### src/rtl/switch_port_tx.sv
// Switch egress port transmitter: pops a frame descriptor, streams len
// bytes from the data FIFO to the port, then enforces the inter-frame gap.
module switch_port_tx #(
   parameter int IFG   = 12,
   parameter int LEN_W = 11
) (
   input  logic        clk,
   input  logic        rst,
   input  logic        ptr_fifo_empty,
   output logic        ptr_fifo_rd,
   input  logic [15:0] ptr_fifo_dout,
   output logic        data_fifo_rd,
   input  logic [7:0]  data_fifo_dout,
   input  logic        pause,
   output logic        tx_dv,
   output logic        tx_sof,
   output logic        tx_eof,
   output logic [7:0]  tx_dout,
   output logic        busy,
   output logic [15:0] frame_cnt,
   output logic [7:0]  zlen_cnt
);

   localparam int GW = (IFG > 1) ? $clog2(IFG) : 1;

   typedef enum logic [2:0] {
      IDLE,
      PTR_RD,
      PTR_CAP,
      XMIT,
      GAP
   } state_t;

   state_t state, state_d;

   logic [LEN_W-1:0] len_in;
   logic [LEN_W-1:0] cnt, cnt_d;
   logic [GW-1:0]    gap, gap_d;
   logic             armed;
   logic             first_d, last_d;
   logic             zlen_inc;
   logic             rd_first, rd_last;
   logic             vld_q, sof_q, eof_q;
   logic             rsvd_unused;

   assign len_in      = ptr_fifo_dout[LEN_W-1:0];
   assign rsvd_unused = ^ptr_fifo_dout[15:LEN_W];

   // cnt holds the reads still owed after the current XMIT cycle
   always_comb begin
      state_d  = state;
      cnt_d    = cnt;
      gap_d    = gap;
      first_d  = 1'b0;
      last_d   = 1'b0;
      zlen_inc = 1'b0;
      unique case (state)
         IDLE: begin
            if (armed && !ptr_fifo_empty && !pause)
               state_d = PTR_RD;
         end
         PTR_RD: state_d = PTR_CAP;
         PTR_CAP: begin
            if (len_in == '0) begin
               zlen_inc = 1'b1;
               state_d  = IDLE;
            end else begin
               state_d = XMIT;
               cnt_d   = len_in - LEN_W'(1);
               first_d = 1'b1;
               last_d  = (len_in == LEN_W'(1));
            end
         end
         XMIT: begin
            if (cnt == '0) begin
               state_d = GAP;
               gap_d   = GW'(IFG - 1);
            end else begin
               cnt_d  = cnt - LEN_W'(1);
               last_d = (cnt == LEN_W'(1));
            end
         end
         GAP: begin
            if (gap == '0)
               state_d = IDLE;
            else
               gap_d = gap - GW'(1);
         end
         default: state_d = IDLE;
      endcase
   end

   // armed holds off the first descriptor pop for one cycle after reset
   always_ff @(posedge clk) begin
      if (rst) begin
         state        <= IDLE;
         cnt          <= '0;
         gap          <= '0;
         armed        <= 1'b0;
         ptr_fifo_rd  <= 1'b0;
         data_fifo_rd <= 1'b0;
         busy         <= 1'b0;
         rd_first     <= 1'b0;
         rd_last      <= 1'b0;
         vld_q        <= 1'b0;
         sof_q        <= 1'b0;
         eof_q        <= 1'b0;
         tx_dv        <= 1'b0;
         tx_sof       <= 1'b0;
         tx_eof       <= 1'b0;
         tx_dout      <= '0;
         frame_cnt    <= '0;
         zlen_cnt     <= '0;
      end else begin
         state        <= state_d;
         cnt          <= cnt_d;
         gap          <= gap_d;
         armed        <= 1'b1;
         ptr_fifo_rd  <= (state_d == PTR_RD);
         data_fifo_rd <= (state_d == XMIT);
         busy         <= (state_d != IDLE);
         rd_first     <= first_d;
         rd_last      <= last_d;
         vld_q        <= data_fifo_rd;
         sof_q        <= rd_first;
         eof_q        <= rd_last;
         tx_dv        <= vld_q;
         tx_sof       <= sof_q;
         tx_eof       <= eof_q;
         tx_dout      <= vld_q ? data_fifo_dout : 8'h00;
         if (eof_q)
            frame_cnt <= frame_cnt + 16'd1;
         if (zlen_inc && zlen_cnt != 8'hFF)
            zlen_cnt <= zlen_cnt + 8'd1;
      end
   end

endmodule
### config.mk
export PLATFORM = sky130hd
export DESIGN_NAME = switch_port_tx
export DESIGN_NICKNAME = d
export VERILOG_FILES = /design/src/rtl/switch_port_tx.sv
export SDC_FILE = /design/constraint.sdc
export NUM_CORES = 1
export LEC_CHECK = 0
export ABC_AREA = 1
export CAP_MARGIN = 5
export CORE_MARGIN = 2
export CORE_UTILIZATION = 43
export DETAILED_ROUTE_END_ITERATION = 12
export PLACE_DENSITY = 0.71
export SYNTH_ARGS = -nofsm -noshare
export SYNTH_HDL_FRONTEND = slang
export SYNTH_SLANG_ARGS = --single-unit
### constraint.sdc
create_clock -name clk -period 1.65 [get_ports clk]
set_input_delay 0.33 -clock clk [delete_from_list [all_inputs] [get_ports clk]]
set_output_delay 0.33 -clock clk [all_outputs]
set_load 0.005 [all_outputs]
==> qor.yml <==
critical_path:
  crit_arrival_ns: 1.27
  cp-start-kind: "flop"
  slowest_stage: "clkdlybuf4s50_1"
  cp.required_ns: 1.32
  max_stage_delay_ns: 0.52
  r2r_setup_slack_ns: 0.20
  worst-path-buf-inv: 1
  r2r_start: "frame_cnt[0]"
  startpoint: "frame_cnt[11]"
  worst-setup-path-type: "reg2out"
  endpoint: "frame_cnt[11]"
  crit_fanout: 4
  rr_worst_depth: 8
  crit_path_end_kind: "primary output"
  crit_chain: "clkdlybuf4s50_1"
  path_delay_family: "buffers and inverters"
  r2r-end: "frame_cnt[14]"
  critical_path_depth: 1
cts:
  worstSkewPairLatency_ns: 0.35
  cts_buffer_depth: 2
  cts_tree: "done"
  cts.sinks: 62
  root_buffer: "clkbuf_8"
  htree_levels: 3
  cts_buffers: 9
  worst_setup_hold_path_clk_slew_ns: 0.08
  cts_hold_buf: 0
global_routing:
  grt_pass1_vias: 2877
  antenna_found_initial: 0
  grt_overflow: 0
  grt_pass1_wl_um: 12800
  grtUsageTotal_pct: 18.9
  grt_start_max_net_pins: 27
synthesis:
  ys_seq_elements: 62
  ys_types: 43
  syn_nets: 491
  netlist_instances: 455
  yosysTopAreaCell: "dfxtp_1"
  synth_warnings: 0
  synth.avg_cell_area_um2: 7.20
  synth.top_cell.area_share_pct: 37.9
  synth_area_leaders: "dfxtp_1 (38%), nand2_1 (10%), nor2_1 (8.3%)"
  synth_area_um2: 3280
  ys_seq_area_share_pct: 37.9
drt:
  antenna_left: 0
  firstDrtPassIters: 4
  wl_per_cell_um: 11.5
  route.detailed.drc: 0
  vias: 3117
  drt_iter0_markers: 115
  drt-vias-per-instance: 4.80
  routed_wl_um: 7460
layout:
  areaGrowthSynthToFinish_pct: 34.5
  diodes: 0
  final_area_um2: 4410
  stdcell_count: 649
  final_common_cell: "nand2_1"
  drive_gt1_share_pct: 18.9
  fin_util_pct: 60.1
  nets: 581
  layout_common_cells: "nand2_1 (90), nor2_1 (69), clkdlybuf4s50_1 (60)"
sta:
  maxSlewViolCount: 0
  worst_pin_slew_ns: 0.403
  skew_ns: 0.00985
  period_needed_ns: 1.60
  post-route-period-util_pct: 96.8
  setup_viol: 0
  rsz0062_at_grt: "no"
  slew_headroom_pct: 73.0
  hold_viol: 0
  fmax_mhz: 626
  setup_slack_ns: 0.0530
  hold_slack_ns: 0.397
floorplan:
  die_w_um: 91.3
  core_area_um2: 7330
  initial_core_util_pct: 44.7
  die_area_um2: 8330
  die_h_um: 91.3
  placementRows: 31
  ios: 66
placed_design:
  place_hpwl_um: 5520
  dp_cells: 631
  place_congestion: 0.937
  placed_cell_area_um2: 4120
  pre_cts_slack_ns: -0.423
  port_buffers: 60
run_status:
  outcome: "complete, no violations"
run:
  drv_cap: 0
worst_hold_path:
  hp-class: "reg2reg"
  hp-start: "rd_last"
power_and_ir_drop:
  leakage_nw: 2.01
  peakVddDrop_v: 0.000459
  pwr_density_cell_nw_per_um2: 818
==> metrics by stage <==
stage | power (W) | setup TNS [ns]
2_1_floorplan | 0.00203 | 0
3_3_place_gp | 0.00221 | -7.29
3_5_place_dp | 0.00223 | -8.28
4_1_cts | 0.00361 | 0
5_1_grt | 0.00380 | 0
6_report | 0.00361 | 0
==> worst min path at each step <==
stage / to / depth (start not counted)
finish: eof_q / 2
global route: eof_q / 2
CTS: eof_q / 2
detailed placement: eof_q / 2
global placement: sof_q / 2
floorplan: eof_q / 2
==> registers in the layout (all words and copies together) (netlist names) <==
name,cells
armed,1
busy,1
cnt,11
data_fifo_rd,1
eof_q,1
frame_cnt,16
gap,4
ptr_fifo_rd,1
rd_first,1
rd_last,1
sof_q,1
state,3
tx_dout,8
tx_dv,1
tx_eof,1
tx_sof,1
vld_q,1
zlen_cnt,8
==> cell type report <==
| type | count | area, um^2 |
|---|---|---|
| Clock buffer | 10 | 138 |
| Clock inverter | 6 | 68.8 |
| Fill cell | 672 | 2920 |
| Inverter | 66 | 253 |
| Multi-Input combinational cell | 320 | 1770 |
| Sequential cell | 62 | 1260 |
| Tap cell | 99 | 124 |
| Timing Repair Buffer | 86 | 796 |
==> power breakdown <==
part           total [W]  switching (W)  internal, W
Combinational   0.000642       0.000364     0.000277
Clock            0.00139       0.000641     0.000746
Sequential       0.00158      0.0000390      0.00154
==> repair_timing <==
item / in CTS / in global routing
gates resized for setup: 6 / 19
setup endpoints to repair: 11 / 30
pin swaps: 1 / 4
hold endpoints to repair: 0 / 0
gates cloned: 1 / 0
setup buffers: 1 / 0
==> metal layers <==
| layer | vias up | wire, um | global-route usage, % |
|---|---|---|---|
| met4 | 0 | 130 | 7.58 |
| met1 | 1407 | 3530 | 24.1 |
| met2 | 63 | 3520 | 31.3 |
| met5 | - | 0 | 0 |
| met3 | 10 | 277 | 3.90 |
| li1 | 1637 | - | - |
==> cell families after synthesis <==
logic type,Yosys count,synth area share [%]
compound gates,62,10.5
xor+xnor,6,1.60
fa+ha+maj,8,3.06
buf+inv,74,9.74
flops,62,37.9
mux,1,0.306
simple gates,242,36.9
==> synth_stat cells (all sizes together) <==
cell type,count
nand2,96
nor2,81
inv,63
dfxtp,62
nand3,40
a21oi,30
o21ai,27
nor3,12
ha,8
nand4,7
buf,5
xnor2,4
clkbuf,3
clkinv,3
o21a,3
and3,2
nand3b,2
xor2,2
a31oi,1
mux2i,1
nor3b,1
o21bai,1
or2,1
(Power assumes the default switching activity.)
